### src/rtl/morse_seq_builder.sv
// Morse front end: edge-detects Dot/Dash/Space/EndSeq keys and packs accepted
// Dot/Dash symbols into a 2-bit-per-slot word that is published on each terminator.
module morse_seq_builder #(
    parameter int MAX_SYM = 5
) (
    input  logic                   Clk,
    input  logic                   Reset,
    input  logic                   Clear,
    input  logic                   Dot,
    input  logic                   Dash,
    input  logic                   Space,
    input  logic                   EndSeq,
    output logic [2:0]             Signals,
    output logic [2*MAX_SYM-1:0]   EncSeq,
    output logic                   Space_EndSeqbar,
    output logic                   SeqValid,
    output logic [2:0]             SeqLen
);

    localparam int W     = 2 * MAX_SYM;
    localparam int CNT_W = $clog2(MAX_SYM + 1);

    localparam logic [2:0] SIG_NONE = 3'b000;
    localparam logic [2:0] SIG_DOT  = 3'b001;
    localparam logic [2:0] SIG_DASH = 3'b010;
    localparam logic [2:0] SIG_SPC  = 3'b011;
    localparam logic [2:0] SIG_END  = 3'b100;

    logic [3:0]       r_hist;
    logic [W-1:0]     r_buf;
    logic [CNT_W-1:0] r_cnt;

    logic [3:0]       w_rise;
    logic [2:0]       w_code;
    logic [1:0]       w_slot;
    logic [W-1:0]     w_buf_wr;

    // Bit order {EndSeq, Space, Dash, Dot} matches the priority order below.
    assign w_rise = {EndSeq, Space, Dash, Dot} & ~r_hist;

    always_comb begin
        w_code = SIG_NONE;
        if (w_rise[3])      w_code = SIG_END;
        else if (w_rise[2]) w_code = SIG_SPC;
        else if (w_rise[1]) w_code = SIG_DASH;
        else if (w_rise[0]) w_code = SIG_DOT;
    end

    assign w_slot = (w_code == SIG_DASH) ? 2'b01 : 2'b00;

    always_comb begin
        w_buf_wr = r_buf;
        for (int i = 0; i < MAX_SYM; i++) begin
            if (r_cnt == CNT_W'(i))
                w_buf_wr[W-1-2*i -: 2] = w_slot;
        end
    end

    always_ff @(posedge Clk or negedge Reset) begin
        if (!Reset) begin
            r_hist          <= '0;
            r_buf           <= '1;
            r_cnt           <= '0;
            Signals         <= SIG_NONE;
            EncSeq          <= '1;
            Space_EndSeqbar <= 1'b0;
            SeqValid        <= 1'b0;
            SeqLen          <= '0;
        end else begin
            r_hist   <= {EndSeq, Space, Dash, Dot};
            SeqValid <= 1'b0;
            if (Clear) begin
                r_buf   <= '1;
                r_cnt   <= '0;
                Signals <= SIG_NONE;
                EncSeq  <= '1;
                SeqLen  <= '0;
            end else begin
                case (w_code)
                    SIG_DOT, SIG_DASH: begin
                        Signals <= w_code;
                        // A full buffer drops further symbols until a terminator.
                        if (r_cnt < CNT_W'(MAX_SYM)) begin
                            r_buf <= w_buf_wr;
                            r_cnt <= r_cnt + 1'b1;
                        end
                    end
                    SIG_SPC, SIG_END: begin
                        Signals         <= w_code;
                        EncSeq          <= r_buf;
                        SeqLen          <= 3'(r_cnt);
                        Space_EndSeqbar <= (w_code == SIG_SPC);
                        SeqValid        <= 1'b1;
                        r_buf           <= '1;
                        r_cnt           <= '0;
                    end
                    default: ;
                endcase
            end
        end
    end

endmodule

### config.mk
export PLATFORM = sky130hd
export DESIGN_NAME = morse_seq_builder
export DESIGN_NICKNAME = d
export VERILOG_FILES = /design/src/rtl/morse_seq_builder.sv
export SDC_FILE = /design/constraint.sdc
export NUM_CORES = 1
export LEC_CHECK = 0
export ABC_AREA = 0
export ABC_CLOCK_PERIOD_IN_PS = 1200
export CORE_UTILIZATION = 47
export CTS_CLUSTER_DIAMETER = 50
export DETAILED_ROUTE_END_ITERATION = 10
export PLACE_DENSITY_LB_ADDON = 0.12
export SYNTH_ARGS = -nofsm -noshare
export SYNTH_HDL_FRONTEND = slang
export SYNTH_SLANG_ARGS = --single-unit
### constraint.sdc
create_clock -name Clk -period 1.2 [get_ports Clk]
set_input_delay 0.24 -clock Clk [delete_from_list [all_inputs] [get_ports Clk]]
set_output_delay 0.24 -clock Clk [all_outputs]
set_load 0.1 [all_outputs]
# Word level (Yosys, flattened, before mapping)
# Index checks and enable logic that the tools add are counted.
[totals] input_bits=7 wordCells=69 out_inout_bits=18 reg_bits=35
[classes] order_cmp=1 add_sub_neg=1 bitwise_logic=3 n_eq_ne=14 muxes=24 reduce_logical=14
[op_table] operator="10-bit 2-to-1 mux" n=4
[op_table] operator="3-bit 2-to-1 mux" n=7
[op_table] operator="10-bit one-hot mux with 2 select lines" n=1
[op_table] operator="3-bit != test, second input constant" n=6
[op_table] operator="3-bit AND reduction" n=5
[op_table] operator="2-bit 2-to-1 mux" n=7
[op_table] operator="3-bit by 2-bit == test with 1-bit output, second input constant" n=4
[op_table] operator="3-bit by 1-bit == test with 1-bit output, second input constant" n=2
[op_table] operator="3-bit == test, second input constant" n=2
[op_table] operator="3-bit one-hot mux with 2 select lines" n=1
[op_table] operator="4-bit AND" n=1
[op_table] operator="1-bit 2-to-1 mux" n=4
[op_table] operator="4-bit NOT" n=1
[op_table] operator="2-bit AND reduction" n=2
[op_table] operator="2-bit nonzero test" n=2
[op_table] operator="2-bit OR reduction" n=2
[op_table] operator="4-bit OR reduction" n=1
[op_table] operator="3-bit by 1-bit adder with 3-bit output, second input constant" n=1
[op_table] operator="3-bit zero test" n=1
[op_table] operator="3-bit less-than comparator, second input constant" n=1
[op_table] operator="3-bit nonzero test" n=1
[op_table] operator="1-bit NOT" n=1

# Longest topological paths before layout
[logic_depth] word_depth=12 mapped_depth=7 ltp_nobuf=7

# Least setup slack after synthesis
# No wires, ideal clock.
[synth_path] kind="register -> register" from="reg Signals[0] (netlist name)" to="reg Signals[0]" path_slack_ps=-122 n_path_buf=0 period_less_slack_ps=1322 path_stages_with_launch=3 t_required_ps=1122 setup_ps=78 arrival_time_ps=1244 cell_sequence="dfrtp_1 -> o21ai_0 -> a21oi_1"
[synth_lines] item="to (signal assigned)" line="81" text="Signals <= w_code;"
[synth_lines] item="to (signal assigned)" line="89" text="Signals <= w_code;"
[synth_lines] item="to (decl)" line="13" text="output logic [2:0] Signals,"

# Worst setup path in the final report
[layout_path] from="reg r_hist[0]" to="reg r_buf[5]"
[layout_via] elab_chain_len=10 elab_cells_between_ends=18 cone_classes="eq/ne: 6; mux: 6; bitwise: 2; reduce/logical: 4"
[layout_lines] item="from (decl)" line="29" text="logic [3:0] r_hist;"
[layout_lines] item="from (signal assigned)" line="70" text="r_hist <= {EndSeq, Space, Dash, Dot};"
[layout_lines] item="4-bit NOT *" line="39" text="assign w_rise = {EndSeq, Space, Dash, Dot} & ~r_hist;"
[layout_lines] item="4-bit AND *" line="39"
[layout_lines] item="1-bit 2-to-1 mux *" line="46" text="else if (w_rise[0]) w_code = SIG_DOT;"
[layout_lines] item="2-bit 2-to-1 mux *" line="45" text="else if (w_rise[1]) w_code = SIG_DASH;"
[layout_lines] item="2-bit 2-to-1 mux *" line="44" text="else if (w_rise[2]) w_code = SIG_SPC;"
[layout_lines] item="3-bit 2-to-1 mux *" line="43" text="if (w_rise[3]) w_code = SIG_END;"
[layout_lines] item="3-bit by 2-bit == test with 1-bit output, or another cell as far along" line="79" text="case (w_code)"
[layout_lines] item="2-bit OR reduction"
[layout_lines] item="3-bit != test (no line), or another cell as far along"
[layout_lines] item="3-bit AND reduction (no line) or 10-bit 2-to-1 mux (tied branches)"
[layout_lines] item="to (signal assigned)" line="84" text="r_buf <= w_buf_wr;"
[layout_lines] item="to (decl)" line="30" text="logic [W-1:0] r_buf;"
# Every way passes the cells marked *; elsewhere a longest branch is shown, timed or not.
# A chain may end at the register's enable or synchronous reset.

==> out/qor.yml <==
run_status:
  outcome: "finished, violations left"
  violations: "setup timing"
timing:
  skew_ns: 0.01230
  setup_viol: 33
  whs_ns: 0.1741
  slew_violations: 0
  max_freq_ghz: 0.7080
  setup_ws_ns: -0.2124
  relSlewSlack: 0.6886
  post-route-min-period_ns: 1.412
  finalHoldViolations: 0
  rsz0062_at_grt: "true"
  finalCritPeriodShare: 1.177
  worstMarginPinSlew_ns: 0.4650
logic_synthesis:
  postSynthCellCount: 130
  synth_seq_area_share: 0.5755
  netlist_top_cells_area: "dfstp_2 (34%), dfrtp_1 (24%), o22a_1 (6.2%)"
  ys_types: 32
  syn_area_sq_um: 1565
  ys.flop_type: "dfstp_2"
  yosysWarnings: 0
  synth.avg_cell_area_sq_um: 12.04
  synth_edf_count: 0
  synth_top_cell_by_area: "dfstp_2"
  synthesis.nets: 142
  ys_async_sr_fraction: 1.000
  synth_top_area_share: 0.3357
  synth_seq_cells: 35
placed_design:
  hpwl_um: 2349
  dp_cells: 214
  placed_area_sq_um: 2193
  portBuffers: 24
  place.gp.congestion: 0.8327
routing:
  viasPerCell: 5.314
  vias: 1270
  detail_route.wl_per_cell_um: 15.82
  routed_wl_um: 3782
  drtPass1Iterations: 4
  drtIter0Drc: 40
  ant_nets: 0
  drcViolationCount: 0
power:
  powerDensity_nw_per_um2: 1080
  p_leak_uw: 0.001059
  power_uw: 2684
  ir_drop_uv: 589.2
cells_and_area:
  nets: 206
  final_cell_mix: "buf_4 (28), dfstp_2 (20), buf_12 (20), dfrtp_1 (11), o22a_1 (11)"
  final_common_cell: "buf_4"
  area_growth_pct: 58.83
  layout-drive-gt1-share: 0.5744
  final_area_sq_um: 2486
  finalNonFillerCells: 239
  diodes: 0
floorplan:
  rows: 20
  core_area_sq_um: 3103
  dieArea_sq_um: 3565
  die_y_um: 59.71
  ios: 25
  initial_core_util: 0.5044
  fp.dieW_um: 59.71
grt:
  antenna_found_initial: 0
  met2_usage: 0.3921
  grt_max_degree: 36
  grtUsageMet1: 0.3238
  overflow: 0
  grt_pass1_vias: 1299
  use_met3: 0.06494
  gr-max-usage-layer: "met2"
  grt_usage: 0.2493
  grt_pass1_wl_um: 6375
cts:
  cts.htree.levels: 2
  clkSinkCount: 35
  cts.clk_slew.worst_paths_ns: 0.10
  tritoncts: "yes"
  cts_buffer_depth: 2
  cts_root_buf: "clkbuf_4"
  cts_buffers: 5
  clk_latency_ns: 0.34
critical_path:
  end_kind: "flop"
  worstPathRequired_ns: 1.46
  start_kind: "flop"
  arrival_ns: 1.67
  crit_type: "flop to flop"
  path_max_fanout: 5
run:
  cap_violations: 0
hold_path:
  hold_path_class: "input port to flop"
synth_stat cells (2+ instances only):
cell type and number:
o22a_1 11, buf_2 4, o21ai_0 10, dfrtp_1 15, nand2_1 7, a21oi_1 4, nand4_1 2, inv_1 6
mux2i_1 6, o31ai_1 2, o21ai_1 3, nand2b_4 2, o21a_1 3, nor2b_1 2, dfstp_2 20, ha_1 5
nor2_1 13
state kept, by name (all words and copies together) (netlist names):
name / flops
EncSeq: 10
r_buf: 10
r_hist: 4
SeqLen: 3
Signals: 3
r_cnt: 3
SeqValid: 1
Space_EndSeqbar: 1
layout make-up:
cell class,instances,area (sq um)
clock buffers,7,55.05
repair buffers,61,747.0
flip-flops and latches,35,905.9
fillers,186,616.8
multi-input cells,85,695.7
well taps,44,55.05
inverters,6,22.52
clock inverters,1,5.005
layer usage:
layer | vias up | routed length [um]
li1 | 588 | -
met1 | 626 | 1674
met4 | 0 | 102
met2 | 42 | 1847
met5 | - | 0
met3 | 14 | 157
power breakdown:
part | switching, uW | total [uW] | internal, uW
Combinational | 406 | 708 | 302
Sequential | 49.3 | 1310 | 1260
Clock | 378 | 662 | 284
kinds of logic (layout without fill, tap and decap cells):
kind of cell | after synthesis | after routing | synth area share
simple gates | 36 | 36 | 0.1311
buf+inv | 11 | 75 | 0.03437
mux | 6 | 6 | 0.03837
fa+ha+maj | 5 | 5 | 0.03997
flops | 35 | 35 | 0.5755
compound gates | 37 | 38 | 0.1807
worst max-delay path, stage by stage (launching register included):
cell and delay [ns]:
dfrtp_1 0.38, and2b_4 0.30, o211ai_4 0.12, nor2_4 0.12
o21a_1 0.21, mux2i_1 0.21
path summary, 6_finish.rpt:
kind	start	endpoint	slack, ns	depth (start not counted)
max reg2reg	r_hist[0]	r_buf[5]	-0.21	5
min reg2reg	r_buf[3]	EncSeq[3]	0.51	2
max	r_hist[0]	r_buf[5]	-0.21	5
min	Dash	r_hist[1]	0.17	1
min in group asynchronous	Reset	SeqValid	0.26	2
max in group asynchronous	Reset	r_buf[5]	0.68	2
timing repair:
action,CTS,global route
hold buffers,0,0
buffers inserted,10,5
pin swaps,14,9
gates cloned,2,0
hold endpoints to repair,0,0
resized for setup,25,9
endpoints found under the setup margin,37,45
per-stage QoR:
step / setup WS, ns / utilization / setup TNS [ns]
6_report: -0.2124 / 0.8012 / -4.567
5_1_grt: -0.2911 / 0.8012 / -6.603
4_1_cts: -0.2198 / 0.7782 / -3.897
3_5_place_dp: -0.5766 / 0.7069 / -12.97
3_3_place_gp: -0.5402 / 0.7069 / -11.98
2_1_floorplan: -0.1055 / - / -0.7968
No activity file was read; power rests on OpenSTA's default activity.
